`config.mk`:
```
export PLATFORM = sky130hd
export DESIGN_NAME = m72_sample_player
export DESIGN_NICKNAME = d
export VERILOG_FILES = /design/src/rtl/m72_sample_player.sv
export SDC_FILE = /design/constraint.sdc
export NUM_CORES = 1
export LEC_CHECK = 0
export ABC_AREA = 1
export CORE_AREA = 3 3 132 134
export CTS_CLUSTER_DIAMETER = 40
export DETAILED_ROUTE_END_ITERATION = 10
export DIE_AREA = 0 0 135 137
export HOLD_SLACK_MARGIN = 0.08
export RECOVER_POWER = 50
export REMOVE_ABC_BUFFERS = 1
export SETUP_SLACK_MARGIN = 0.02
export SYNTH_ARGS = -nofsm -noshare
export SYNTH_HDL_FRONTEND = slang
export SYNTH_SLANG_ARGS = --single-unit
```
`constraint.sdc`:
```
create_clock -name CLK_32M -period 3.61 [get_ports CLK_32M]
set_input_delay 0.5415 -clock CLK_32M [delete_from_list [all_inputs] [get_ports CLK_32M]]
set_output_delay 0.5415 -clock CLK_32M [all_outputs]
set_load 0.005 [all_outputs]
```
`src/rtl/m72_sample_player.sv`:
```
// m72_sample_player: sound CPU sample ports (ROM address latch, prefetching read-back, DAC) and stereo mixer
module m72_sample_player #(
  parameter int ROM_AW    = 18,
  parameter int DAC_SHIFT = 6
) (
  input  logic              CLK_32M,
  input  logic              RESET,
  input  logic [7:0]        snd_io_addr,
  input  logic [7:0]        snd_io_data,
  input  logic              snd_io_req,
  input  logic              snd_io_wr,
  input  logic              snd_io_rd,
  output logic [7:0]        sample_rd_data,
  output logic              rom_req,
  output logic [ROM_AW-1:0] rom_addr,
  input  logic [7:0]        rom_data,
  input  logic              rom_ack,
  input  logic [15:0]       ym_l,
  input  logic [15:0]       ym_r,
  output logic [7:0]        dac_out,
  output logic [15:0]       mix_l,
  output logic [15:0]       mix_r
);
  typedef enum logic {IDLE, FETCH} state_t;
  state_t state, state_n;
  logic wr_q, rd_q, refetch, wr_ev, rd_ev, trig;
  logic [ROM_AW-1:0] sample_addr, sa_n;
  logic signed [17:0] d, s_l, s_r;
  function automatic logic [15:0] sat16(input logic signed [17:0] v);
    return v > 18'sd32767 ? 16'h7FFF : v < -18'sd32768 ? 16'h8000 : v[15:0];
  endfunction
  assign rom_req = state == FETCH;
  always_comb begin
    wr_ev = snd_io_req & snd_io_wr & ~wr_q;
    rd_ev = snd_io_req & snd_io_rd & ~rd_q;
    sa_n = sample_addr;
    if (wr_ev && snd_io_addr == 8'h80) sa_n = {sample_addr[ROM_AW-1:13], snd_io_data, 5'd0};
    else if (wr_ev && snd_io_addr == 8'h81) sa_n = {snd_io_data[ROM_AW-14:0], sample_addr[12:0]};
    else if (rd_ev && snd_io_addr == 8'h84) sa_n = sample_addr + 1'b1;
    trig = (wr_ev && (snd_io_addr == 8'h80 || snd_io_addr == 8'h81)) || (rd_ev && snd_io_addr == 8'h84);
    state_n = state == IDLE ? (trig ? FETCH : IDLE) : ((rom_ack && !refetch && !trig) ? IDLE : FETCH);
    d = ($signed({10'd0, dac_out}) - 18'sd128) <<< DAC_SHIFT;
    s_l = $signed({{2{ym_l[15]}}, ym_l}) + d;
    s_r = $signed({{2{ym_r[15]}}, ym_r}) + d;
  end
  always_ff @(posedge CLK_32M) begin
    if (RESET) begin
      state          <= IDLE;
      wr_q           <= 1'b0;
      rd_q           <= 1'b0;
      refetch        <= 1'b0;
      sample_addr    <= '0;
      rom_addr       <= '0;
      sample_rd_data <= 8'h00;
      dac_out        <= 8'h80;
      mix_l          <= 16'h0000;
      mix_r          <= 16'h0000;
    end else begin
      wr_q        <= snd_io_req & snd_io_wr;
      rd_q        <= snd_io_req & snd_io_rd;
      sample_addr <= sa_n;
      state       <= state_n;
      mix_l       <= sat16(s_l);
      mix_r       <= sat16(s_r);
      if (wr_ev && snd_io_addr == 8'h82) dac_out <= snd_io_data;
      if (state == IDLE && trig) rom_addr <= sa_n;
      // an ack that races a new trigger (or follows one) is stale: reissue instead of latching it
      if (state == FETCH) begin
        if (rom_ack) begin
          if (refetch || trig) rom_addr <= sa_n;
          else sample_rd_data <= rom_data;
          refetch <= 1'b0;
        end else if (trig) refetch <= 1'b1;
      end
    end
  end
endmodule
```
==> results.json <==
{
  "startpoint_type": "input pin",
  "async_flop_share": 0,
  "io_buffer_count": 128,
  "syn_inst": 672,
  "p_leak_uw": 0.00306,
  "synth_mux_area_frac": 0,
  "vias": 4597,
  "violations": "max-capacitance violations, max-slew violations",
  "fp.dieW_um": 135,
  "insertion_delay_ns": 0.35,
  "stdcell_area_um2": 6450,
  "vias_per_cell": 4.51,
  "place_area_um2": 6180,
  "routed_wl_um": 13300,
  "cts-root-buf": "clkbuf_16",
  "io_pins": 129,
  "cts_setup_buffers": 0,
  "ir_drop_mv": 0.250,
  "crit_cells": 10,
  "place_hpwl_um": 10000,
  "synth_seq_cells": 88,
  "hp-class": "register to register",
  "die_area_um2": 18500,
  "p_total_uw": 2240,
  "cp.required_ns": 3.75,
  "setup_viol": 0,
  "max_freq_ghz": 0.369,
  "synthesis.area_um2": 4730,
  "synth_top_area_frac": 0.373,
  "drive_above_1_share": 0.0563,
  "rrSetupSlack_ns": 1.30,
  "clock_skew_ns": 0.00815,
  "synth_top_family_by_area": "simple AND/OR/NAND/NOR gates",
  "hold_ws_ns": 0.486,
  "slew_violations": 56,
  "yosysWarnings": 0,
  "postLayoutCoreUtil": 0.393,
  "place_congestion": 0.920,
  "whs_path_depth": 2,
  "path_common_cell": "nand2_1",
  "critPathTopFamily": "simple AND/OR/NAND/NOR gates",
  "yosysSeqAreaShare": 0.373,
  "areaGrowthSynthToFinish_pct": 36.5,
  "crit_path_top_delay_cell": "nor2_1",
  "clock_path_buffers": 2,
  "worstMarginPinSlew_ns": 2.51,
  "initial_core_util": 0.288,
  "synth_cell_types": 41,
  "htreeDepth": 3,
  "ff2ff_path_depth": 11,
  "hold_buffers": 0,
  "finalSetupTns_ns": 0,
  "grt_pass1_wl_um": 21900,
  "drcViolationCount": 0,
  "grt_pass1_vias": 4461,
  "cp_cell_sequence": "dlygate4sd3_1, nand2_2, nor2_1, nand2_1, inv_1, nand2_2, inv_1, nand2_1, nand2_1, nor2_1",
  "tritoncts": "built",
  "grt_setup_unrepaired": "false",
  "powerDensity_nw_per_um2": 348,
  "yosys_most_used_dff": "dfxtp_1",
  "maxCapViolCount": 1,
  "drt_iter0_markers": 222,
  "synth.area.top_cells": "dfxtp_1 37%, nand2_1 13%, nor2_1 7.6%",
  "cts_buffers": 9,
  "antenna_found_initial": 0,
  "yosysTopAreaCell": "dfxtp_1",
  "cpPeakStageDelay_ns": 0.56,
  "synth_compound_area_frac": 0.119,
  "ctsResizeCount": 0,
  "crit_arrival_ns": 2.85,
  "synth-edff-count": 0,
  "cp.buffers_inverters": 3,
  "status": "complete, but fails checks",
  "avgSynthCellArea_um2": 7.03,
  "synth-xor-area-share": 0.0352,
  "detail-route-antenna-nets": 0,
  "core_um2": 16400,
  "final.min_clock_period_ns": 2.71,
  "cts.sinks": 88,
  "wire_per_inst_um": 13.0,
  "endpoint_kind": "register",
  "timing.slew.headroom": -0.671,
  "grt_usage": 0.148,
  "fill_cells": 1742,
  "clk_pin_slew_ns": 0.06,
  "period_share": 0.751,
  "grt_max_degree": 56,
  "overflow": 0,
  "synth_simple_gate_area_frac": 0.330,
  "synthAdderAreaFrac": 0.0641,
  "diodes": 0,
  "die_y_um": 137,
  "critPathMaxFanout": 11,
  "finalHoldViolations": 0,
  "fin_nets": 880,
  "dr.pass1.iters": 4,
  "num_rows": 47,
  "crit_type": "input pin to register"
}
[power breakdown]
group          switching [µW]  internal, µW  leakage, µW  total (µW)
Sequential               6.33           998     0.000718        1000
Clock                     396           607     0.000150        1000
Combinational             110           126      0.00220         236
[layout make-up]
| type | instances | area, µm² | share of cell area |
|---|---|---|---|
| clock buffers | 11 | 233 | 0.0361 |
| repair buffers | 129 | 1280 | 0.198 |
| well taps | 220 | 275 | 0.0427 |
| inverters | 70 | 270 | 0.0419 |
| multi-input cells | 497 | 2550 | 0.396 |
| clock inverters | 5 | 81.3 | 0.0126 |
| flip-flops and latches | 88 | 1760 | 0.273 |
[cells in the mapped netlist, types with 8 or more instances]
| cell | n |
|---|---|
| nand4_1 | 9 |
| inv_1 | 62 |
| nor3_1 | 9 |
| xnor2_1 | 8 |
| ha_1 | 21 |
| nor2_1 | 96 |
| a21oi_1 | 58 |
| xor2_1 | 11 |
| o21ai_1 | 12 |
| dfxtp_1 | 88 |
| nand2_1 | 166 |
| nand2_2 | 9 |
| o21ai_0 | 28 |
| nand3_1 | 41 |
[metal layers]
layer	GRT usage	wire, µm
met2	0.247	6190
met3	0.0478	834
met5	0	0
met4	0.0302	89
met1	0.188	6160
[registers in the layout, indices dropped and copies added, names as in the netlist]
signal          count
refetch             1
rom_req             1
dac_out             8
rom_addr           18
sample_rd_data      8
mix_l              16
rd_q                1
sample_addr        18
mix_r              16
wr_q                1
[path summary, 6_finish.rpt]
path | start | end
max | snd_io_addr[7] | sample_addr[7]
min | rom_addr[1] | rom_addr[1]
max reg2reg | dac_out[7] | mix_r[2]
min reg2reg | rom_addr[1] | rom_addr[1]
[metrics by stage]
stage               cells  setup slack (ns)
floorplan             655              1.58
global placement     1004             0.893
detailed placement   1004             0.875
CTS                  1020              1.23
global route         1020             0.612
finish               1020             0.900
[worst reg2reg max path, stage by stage, from the launching register on]
cell and delay (ns):
dfxtp_1 0.36, inv_1 0.15, ha_1 0.39, nand2_1 0.09, nor2_1 0.14, nand3_1 0.11, nand3_1 0.09, nand2_1 0.05
nand2_1 0.08, inv_1 0.05, nand2_1 0.40, a21oi_1 0.15
[placed cells by master (no fill, tap or decap), drive strengths merged, types with 8 or more instances in the layout]
master and count:
a21oi 60, clkbuf 13, clkdlybuf4s50 60, dfxtp 88
dlygate4sd3 67, ha 21, inv 69, nand2 177
nand3 46, nand4 9, nor2 101, nor3 10
o21ai 40, xnor2 8, xor2 11
[cell families after synthesis]
logic type,after synthesis
buffers and inverters,87
flip-flops,88
adder cells (fa/ha/maj),23
XOR/XNOR,19
AND/OR/NAND/NOR,348
AO/OA/AOI/OAI,107
Note: power is estimated with default switching activity, not from simulation.
